`src/rtl/pin_lock_fsm.sv`:
```
// Digital PIN lock: set/confirm a PIN of one-hot key presses, then unlock by re-entry with
// failed-attempt lockout and idle timeout. All outputs registered, one cycle after the press.
module pin_lock_fsm #(
  parameter int N              = 4,
  parameter int PIN_LEN        = 4,
  parameter int ALLOW_REPEAT   = 0,
  parameter int MAX_TRIES      = 3,
  parameter int LOCKOUT_CYCLES = 1000,
  parameter int TIMEOUT_CYCLES = 5000
) (
  input  logic                             clock,
  input  logic                             reset,
  input  logic [N-1:0]                     key,
  output logic                             locked,
  output logic                             lockout,
  output logic                             error,
  output logic [$clog2(PIN_LEN+1)-1:0]     digit_count,
  output logic [$clog2(MAX_TRIES+1)-1:0]   fail_count,
  output logic [1:0]                       mode
);

  localparam int DCW  = $clog2(PIN_LEN+1);
  localparam int FCW  = $clog2(MAX_TRIES+1);
  localparam int IW   = $clog2(PIN_LEN);
  localparam int LW   = $clog2(LOCKOUT_CYCLES+1);
  localparam int TLIM = (TIMEOUT_CYCLES > 0) ? TIMEOUT_CYCLES - 1 : 0;
  localparam int TW   = $clog2(TLIM+2);
  localparam logic [DCW-1:0] LAST = DCW'(PIN_LEN-1);

  typedef enum logic [1:0] {
    ST_SET     = 2'd0,
    ST_CONFIRM = 2'd1,
    ST_LOCKED  = 2'd2,
    ST_LOCKOUT = 2'd3
  } state_t;

  state_t                      state_q, state_d;
  logic [N-1:0]                key_q;
  logic [PIN_LEN-1:0][N-1:0]   pin_q, pin_d;
  logic [PIN_LEN-1:0][N-1:0]   entry_q, entry_d;
  logic [PIN_LEN-1:0][N-1:0]   cand;
  logic [DCW-1:0]              dc_q, dc_d;
  logic [FCW-1:0]              fail_q, fail_d;
  logic [LW-1:0]               lock_cnt_q, lock_cnt_d;
  logic [TW-1:0]               idle_q, idle_d;
  logic                        err_q, err_d;

  logic          press, valid, dup, full_match, timeout;
  logic [IW-1:0] slot;

  assign press = (|key) && !(|key_q);
  assign valid = $onehot(key);
  assign slot  = dc_q[IW-1:0];

  always_comb begin
    dup = 1'b0;
    for (int i = 0; i < PIN_LEN; i++) begin
      if ((ALLOW_REPEAT == 0) && (i < int'(dc_q)) && (pin_q[i] == key)) dup = 1'b1;
    end
  end

  // Unlock compares the whole buffered entry plus the final key, so a wrong digit is never hinted.
  always_comb begin
    cand       = entry_q;
    cand[PIN_LEN-1] = key;
    full_match = (cand == pin_q);
  end

  assign timeout = (TIMEOUT_CYCLES != 0) && (idle_q == TW'(TLIM)) && (dc_q != '0);

  always_comb begin
    if (press)                     idle_d = '0;
    else if (idle_q == TW'(TLIM))  idle_d = idle_q;
    else                           idle_d = idle_q + 1'b1;
  end

  always_ff @(posedge clock or negedge reset) begin
    if (!reset) state_q <= ST_SET;
    else        state_q <= state_d;
  end

  always_comb begin
    state_d    = state_q;
    pin_d      = pin_q;
    entry_d    = entry_q;
    dc_d       = dc_q;
    fail_d     = fail_q;
    lock_cnt_d = lock_cnt_q;
    err_d      = 1'b0;
    case (state_q)
      ST_SET: begin
        if (press) begin
          if (!valid || dup) begin
            err_d = 1'b1;
            dc_d  = '0;
          end else begin
            pin_d[slot] = key;
            if (dc_q == LAST) begin
              state_d = ST_CONFIRM;
              dc_d    = '0;
            end else begin
              dc_d = dc_q + 1'b1;
            end
          end
        end else if (timeout) begin
          dc_d = '0;
        end
      end
      ST_CONFIRM: begin
        if (press) begin
          if (!valid || (key != pin_q[slot])) begin
            err_d   = 1'b1;
            pin_d   = '0;
            dc_d    = '0;
            state_d = ST_SET;
          end else if (dc_q == LAST) begin
            state_d = ST_LOCKED;
            dc_d    = '0;
            fail_d  = '0;
          end else begin
            dc_d = dc_q + 1'b1;
          end
        end else if (timeout) begin
          pin_d   = '0;
          dc_d    = '0;
          state_d = ST_SET;
        end
      end
      ST_LOCKED: begin
        if (press) begin
          if (!valid) begin
            err_d   = 1'b1;
            dc_d    = '0;
            entry_d = '0;
          end else if (dc_q == LAST) begin
            dc_d    = '0;
            entry_d = '0;
            if (full_match) begin
              state_d = ST_SET;
              pin_d   = '0;
              fail_d  = '0;
            end else begin
              err_d = 1'b1;
              if (fail_q >= FCW'(MAX_TRIES-1)) begin
                fail_d     = FCW'(MAX_TRIES);
                state_d    = ST_LOCKOUT;
                lock_cnt_d = LW'(LOCKOUT_CYCLES);
              end else begin
                fail_d = fail_q + 1'b1;
              end
            end
          end else begin
            entry_d[slot] = key;
            dc_d          = dc_q + 1'b1;
          end
        end else if (timeout) begin
          dc_d    = '0;
          entry_d = '0;
        end
      end
      ST_LOCKOUT: begin
        if (lock_cnt_q <= LW'(1)) begin
          state_d    = ST_LOCKED;
          lock_cnt_d = '0;
          fail_d     = '0;
          dc_d       = '0;
        end else begin
          lock_cnt_d = lock_cnt_q - 1'b1;
        end
      end
      default: state_d = ST_SET;
    endcase
  end

  always_ff @(posedge clock or negedge reset) begin
    if (!reset) begin
      key_q      <= '0;
      pin_q      <= '0;
      entry_q    <= '0;
      dc_q       <= '0;
      fail_q     <= '0;
      lock_cnt_q <= '0;
      idle_q     <= '0;
      err_q      <= 1'b0;
    end else begin
      key_q      <= key;
      pin_q      <= pin_d;
      entry_q    <= entry_d;
      dc_q       <= dc_d;
      fail_q     <= fail_d;
      lock_cnt_q <= lock_cnt_d;
      idle_q     <= idle_d;
      err_q      <= err_d;
    end
  end

  always_comb begin
    locked      = (state_q == ST_LOCKED) || (state_q == ST_LOCKOUT);
    lockout     = (state_q == ST_LOCKOUT);
    mode        = state_q;
    error       = err_q;
    digit_count = dc_q;
    fail_count  = fail_q;
  end

endmodule

```
`config.mk`:
```
export PLATFORM = sky130hd
export DESIGN_NAME = pin_lock_fsm
export DESIGN_NICKNAME = d
export VERILOG_FILES = /design/src/rtl/pin_lock_fsm.sv
export SDC_FILE = /design/constraint.sdc
export NUM_CORES = 1
export LEC_CHECK = 0
export CAP_MARGIN = 20
export CORE_MARGIN = 8
export CORE_UTILIZATION = 39
export CTS_CLUSTER_DIAMETER = 80
export DETAILED_ROUTE_END_ITERATION = 8
export PLACE_DENSITY = 0.66
export SLEW_MARGIN = 40
export SYNTH_ARGS = -nofsm -noshare
export SYNTH_HDL_FRONTEND = slang
export SYNTH_SLANG_ARGS = --single-unit
```
`constraint.sdc`:
```
create_clock -name clock -period 7.3 [get_ports clock]
set_clock_uncertainty 0.1 [all_clocks]
set_input_delay 1.095 -clock clock [delete_from_list [all_inputs] [get_ports clock]]
set_output_delay 1.095 -clock clock [all_outputs]
set_load 0.005 [all_outputs]
```
==> out/metrics.csv, run 1 <==
metric,value,unit
Max Fclk,0.201,GHz
status,finished clean,
instance count on the critical path,11,
combinational family with the most area after synthesis,compound AO/OA/AOI/OAI gates,
Post-DP HPWL,6.76,mm
"Period Utilization, post-route",68.2,%
FF/Latch Area,0.00158,sq mm
initial antenna violation count,0,
DR pass1 iterations,7,
Synth Area in XOR/XNOR,9.05,%
slowest CP cell,clkdlybuf4s50_1,
Worst-Skew Late Latency,0.36,ns
final setup violation count,0,
R2R cell count,7,
"Core Util, Final",43.8,%
CTS Sinks,63,
R2R Setup Slk,3.86,ns
total congestion overflow,0,
clock buffer depth,2,
Post-synth top flop,dfrtp_1,
Initial Utilization,39.3,%
htree depth,3,
CP cell instances,clkdlybuf4s50_1 -> inv_1 -> fa_1 -> inv_1 -> ha_1 -> ha_1 -> or3b_2 -> nor2_8 -> a32oi_1 -> nor3_2 -> a32o_1,
CTS tree,yes,
simple-gate area share of the yosys netlist,15.6,%
cts hold-fix bufs,0,
# Post-CTS Setup Buffers,0,
CP Launch Type,input pin,
row count,37,
Slew @ Worst Pin,0.760,ns
sequential share of the synthesized area,39.7,%
Mapped Cells,396,
total I/O pin count,16,
"commonest cells after routing, fill and taps aside","dfrtp_1, xnor2_1, nor2_1, a32o_1, nand2_1",
area of the multi-input gates,0.00222,sq mm
cell leakage power,1.79,nW
max incr delay on CP,0.86,ns
"commonest non-fill, non-tap cell in the layout",dfrtp_1,
post-synthesis compound-gate area fraction,22.6,%
crit path DAT,5.17,ns
total track usage,15.2,%
root buf cell,clkbuf_8,
Crit. End Element,flip-flop,
vias per std cell,5.84,
crit path from,key[3],
maximum VDD drop,0.115,mV
crit-path max FO,13,
area delta synth->final,11.5,%
clock-pin slew on the worst setup and hold paths,0.07,ns
via count,3178,
FF-to-FF End,pin_q[10],
Fillers,1018,
RePlAce Congestion,0.895,
ys async rst share,100,%
Post-layout nets,425,
n_diodes,0,
Die Y,117,microns
mux cell area share after synthesis,3.44,%
final WL,9.43,mm
#FFs+latches synth,63,
CTS resizes,0,
Max Cap Viol,0,
CP required,7.49,ns
vias in the first global route,3184,
"Distinct cells, synth",65,
fin crit period,4.98,ns
post-synthesis adder-cell area fraction,5.24,%
power per cell area,335,mW/mm^2
Total Die Area,0.0137,sq mm
CP top delay family,simple AND/OR/NAND/NOR gates,
post-route ant nets,0,
WL per Instance,17.3,microns
r2r startpoint,digit_count[1],
Port Buf Inserts,15,
setup tns final,0,ns
Core ar.,0.0101,sq mm
Max-slew headroom,49.0,%
share of cells above drive strength 1,9.07,%
first-pass GRT wire length,16.3,mm
yosys warns,0,
syn_area_per_cell,10.0,sq um
final slew viol count,0,
HP Class,flip-flop to flip-flop,
DRC Markers,0,
largest net degree at the start of global routing,64,
number of synthesized flops with an enable pin,0,
DR iter-0 viols,207,
Mapped Area,0.00397,sq mm
Hold Fails Final Rpt,0,
unrepaired setup endpoints after global routing,no,
Hold Slack,0.416,ns
CTS Buf Count,9,
worst path bufs/invs,3,
Setup CP Type,input pin to flip-flop,
critical path endpoint,pin_q[10],
Post-Syn Nets,418,
die extent in x,117,microns
## synthesized netlist by cell type (3+ instances only)
| cell type | count | share of area [%] |
|---|---|---|
| dfrtp_1 | 63 | 40 |
| xnor2_1 | 35 | 7.7 |
| nor2_1 | 29 | 2.7 |
| a32o_1 | 24 | 6.1 |
| nand2_1 | 22 | 2.1 |
| o21ai_0 | 20 | 2.5 |
| inv_1 | 18 | 1.7 |
| ha_1 | 15 | 4.7 |
| a21oi_1 | 13 | 1.6 |
| nand3_1 | 12 | 1.5 |
| nor3_1 | 12 | 1.5 |
| nand4_1 | 11 | 1.7 |
| clkbuf_1 | 10 | 0.95 |
| o31ai_1 | 9 | 1.7 |
| mux2i_1 | 8 | 2.0 |
| buf_2 | 7 | 0.88 |
| o211ai_1 | 6 | 1.1 |
| xor2_1 | 6 | 1.3 |
| o311ai_0 | 5 | 1.1 |
| nand2b_1 | 4 | 0.63 |
| o2111ai_1 | 4 | 0.88 |
| a2bb2oi_1 | 3 | 0.66 |
| nor4_1 | 3 | 0.47 |
| or2_2 | 3 | 0.47 |
| or3_1 | 3 | 0.47 |
## state kept, by name, indices dropped and copies added (netlist names)
| register | cells |
|---|---|
| idle_q | 13 |
| cand | 12 |
| mode | 2 |
| digit_count | 3 |
| key_q | 4 |
| pin_q | 16 |
| fail_count | 2 |
| lock_cnt_q | 10 |
| error | 1 |
## metal layers
metal | part of all wire [%] | GRT usage, % | wire length (microns) | vias to the layer above
met5 | 0 | 0 | 0 | -
met4 | 1.7 | 4.78 | 160 | 0
met3 | 4.4 | 3.59 | 411 | 17
met2 | 47 | 24.5 | 4430 | 80
met1 | 47 | 19.6 | 4430 | 1573
li1 | - | - | - | 1508
## cell families (layout without fill, tap and decap cells)
family                   after synthesis  in the layout
buffers and inverters                 39             51
adder cells (fa/ha/maj)               16             16
AND/OR/NAND/NOR                      115            115
XOR/XNOR                              41             41
AO/OA/AOI/OAI                        111            111
multiplexers                          11             11
flip-flops                            63             63
## power by group
group	switching, mW	internal (mW)
registers	0.122	0.419
logic	0.328	0.264
clock network	0.136	0.211
total	0.586	0.894
## per-stage QoR
stage                     std cells  setup slack (ns)  power, mW  cell area (sq um)
after global routing            544              2.12       1.58               4420
after detailed placement        528              2.01       1.13               4190
final                           544              2.32       1.48               4420
after global placement          528              2.11       1.12               4190
after floorplan                 396              2.98      0.968               3970
after CTS                       544              2.38       1.48               4420
## how the worst min path moves through the flow
stage,from,end,cells after the start
after floorplan,lock_cnt_q[7],lock_cnt_q[7],2
after global placement,lock_cnt_q[3],lock_cnt_q[3],2
after detailed placement,cand[4],cand[4],1
after CTS,cand[4],cand[4],1
after global routing,cand[2],cand[2],1
final,cand[2],cand[2],1
## final cells by class
class,instances,area share [%]
Clock inverter,3,1.47
Tap cell,136,3.85
Sequential cell,63,35.7
Timing Repair Buffer,17,3.71
Inverter,18,1.53
Multi-Input combinational cell,294,50.2
Clock buffer,13,3.59
Power figures use the tool's default switching activity.
==> run 2, diff against run 1 <==
==> constraint.sdc (replaced) <==
create_clock -name clock -period 5.2 [get_ports clock]
set_clock_uncertainty 0.1 [all_clocks]
set_input_delay 0.78 -clock clock [delete_from_list [all_inputs] [get_ports clock]]
set_output_delay 0.78 -clock clock [all_outputs]
set_load 0.005 [all_outputs]
==> run 2 against run 1 <==
Via count is 1.0% higher. Sequential power is 40% higher. Largest cell class unchanged. Register-to-register slack worse by 2.2 ns. Flip-flop and latch count stayed put. Total power is 41% higher. Combinational power is 43% higher. Clock-buffer cell count stayed put. Critical path depth stayed put. Setup slack worse by 1.4 ns. Final cell count is 0.74% higher. Utilization is 0.30 points higher.
==> out/metrics.csv, run 2 (synthesis gave the netlist of run 1 again) <==
metric,value,unit,change
cell leakage power,1.81,nW,+1.1%
clock buffer depth,2,,unchanged
total congestion overflow,0,,unchanged
n_diodes,0,,unchanged
row count,37,,unchanged
final WL,9.81,mm,+4.0%
FF/Latch Area,0.00158,sq mm,unchanged
CTS resizes,0,,unchanged
Top Usage Layer GRT,met2,,
CTS Buf Count,9,,unchanged
die extent in x,117,microns,unchanged
met2 Use GR,24.9,%,+0.38 points
largest net degree at the start of global routing,64,,unchanged
Post-DP HPWL,7.08,mm,+4.7%
CTS tree,yes,,
Hold Fails Final Rpt,0,,unchanged
root buf cell,clkbuf_8,,
Crit. End Element,flip-flop,,
Max-slew headroom,43.3,%,-5.7 points
initial antenna violation count,0,,unchanged
final setup violation count,0,,unchanged
Hold Slack,0.406,ns,-0.00980 ns
Initial Utilization,39.3,%,unchanged
vias per std cell,5.86,,+0.27%
total I/O pin count,16,,unchanged
Slew @ Worst Pin,0.846,ns,+0.0857 ns
Max Cap Viol,0,,unchanged
CTS Sinks,63,,unchanged
max incr delay on CP,0.74,ns,-0.12 ns
area of the multi-input gates,0.00222,sq mm,unchanged
post-route ant nets,0,,unchanged
power per cell area,469,mW/mm^2,+40%
DR pass1 iterations,6,,-1
setup tns final,0,ns,unchanged
Worst-Skew Late Latency,0.35,ns,about the same
"commonest non-fill, non-tap cell in the layout",dfrtp_1,,
share of cells above drive strength 1,9.95,%,+0.88 points
RePlAce Congestion,0.878,,-1.9%
"commonest cells after routing, fill and taps aside","dfrtp_1, xnor2_1, nor2_1, a32o_1, nand2_1",,
first-pass GRT wire length,16.7,mm,+2.2%
CP Launch Type,input pin,,
Port Buf Inserts,15,,unchanged
unrepaired setup endpoints after global routing,no,,
via count,3210,,+1.0%
routing usage on met3,5.13,%,+1.5 points
cts hold-fix bufs,0,,unchanged
CP cell instances,clkdlybuf4s50_1 -> inv_1 -> fa_1 -> inv_1 -> ha_1 -> ha_1 -> or3b_2 -> nor2_8 -> a32oi_1 -> nor3_2 -> a32o_1,,
# Post-CTS Setup Buffers,0,,unchanged
Largest register FFs,16,,unchanged
HP Class,input pin to asynchronous set/reset pin,,
status,finished clean,,
WL per Instance,17.9,microns,+3.3%
CP required,5.39,ns,-2.10 ns
met1 Use GR,20.1,%,+0.44 points
Total Die Area,0.0137,sq mm,unchanged
Core ar.,0.0101,sq mm,unchanged
slowest CP cell,nor3_2,,
total track usage,15.7,%,+0.50 points
Max Fclk,0.233,GHz,
Fillers,1010,,-0.79%
DR iter-0 viols,170,,-18%
vias in the first global route,3203,,+0.60%
"Period Utilization, post-route",82.7,%,
DRC Markers,0,,unchanged
htree depth,3,,unchanged
crit-path max FO,12,,-1
clock-pin slew on the worst setup and hold paths,0.07,ns,about the same
final slew viol count,0,,unchanged
Post-layout nets,429,,+0.94%
maximum VDD drop,0.166,mV,+44%
largest register by flop count,pin_q,,
crit path DAT,4.49,ns,-0.68 ns
area delta synth->final,12.2,%,
Setup CP Type,input pin to flip-flop,,
Die Y,117,microns,unchanged
fin crit period,4.30,ns,
run 2: cell types whose count changed in the layout (fill, tap and decap cells not counted), sizes merged:
cell  previous run  this run
buf              3         7
run 2: layout make-up:
type	instances	area share, %
clock buffer	13	3.57
clock inverter	3	1.46
inverter	18	1.52
multi-input combinational	294	49.8
sequential	63	35.4
tap	136	3.82
timing repair buffer	21	4.36
run 2: worst paths after layout:
check / start / endpoint / slack, ns / depth (start not counted)
worst min register to register: cand[2] / cand[2] / 0.42 / 1
min in group clock: cand[2] / cand[2] / 0.42 / 1
max in group asynchronous: reset / pin_q[4] / 4.18 / 2
worst max register to register: digit_count[1] / pin_q[7] / 1.68 / 7
worst max-delay path: key[0] / pin_q[7] / 0.90 / 11
worst min-delay path: reset / lock_cnt_q[6] / 0.41 / 2
run 2: per-stage QoR:
step                setup slack [ns]  power [mW]  utilization, %  instances  instance area [sq um]
floorplan                       1.20        1.36               -        396                   3970
global placement               0.674        1.58            41.8        532                   4220
detailed placement             0.599        1.60            41.8        532                   4220
CTS                            0.976        2.08            44.1        548                   4450
global route                   0.734        2.22            44.1        548                   4450
finish                         0.901        2.09            44.1        548                   4450
run 2: where the power goes:
| part | switching [mW] | leakage (nW) | internal, mW |
|---|---|---|---|
| clock network | 0.187 | 0.114 | 0.296 |
| registers | 0.169 | 0.842 | 0.588 |
| logic | 0.472 | 0.855 | 0.373 |
| total | 0.829 | 1.81 | 1.26 |
run 2: critical path: cells and delay by family:
family,cells,cell delay (ns)
buffers and inverters,3,0.63
and+or+nand+nor,3,1.55
AOI/OAI and AO/OA,2,0.52
adders and majority gates,3,0.99
run 2: metal layers:
metal / routed length [microns] / vias to the layer above / part of all wire, %
met1: 4470 / 1592 / 46
met3: 592 / 15 / 6.0
met5: 0 / - / 0
li1: - / 1515 / -
met4: 102 / 0 / 1.0
met2: 4640 / 88 / 47
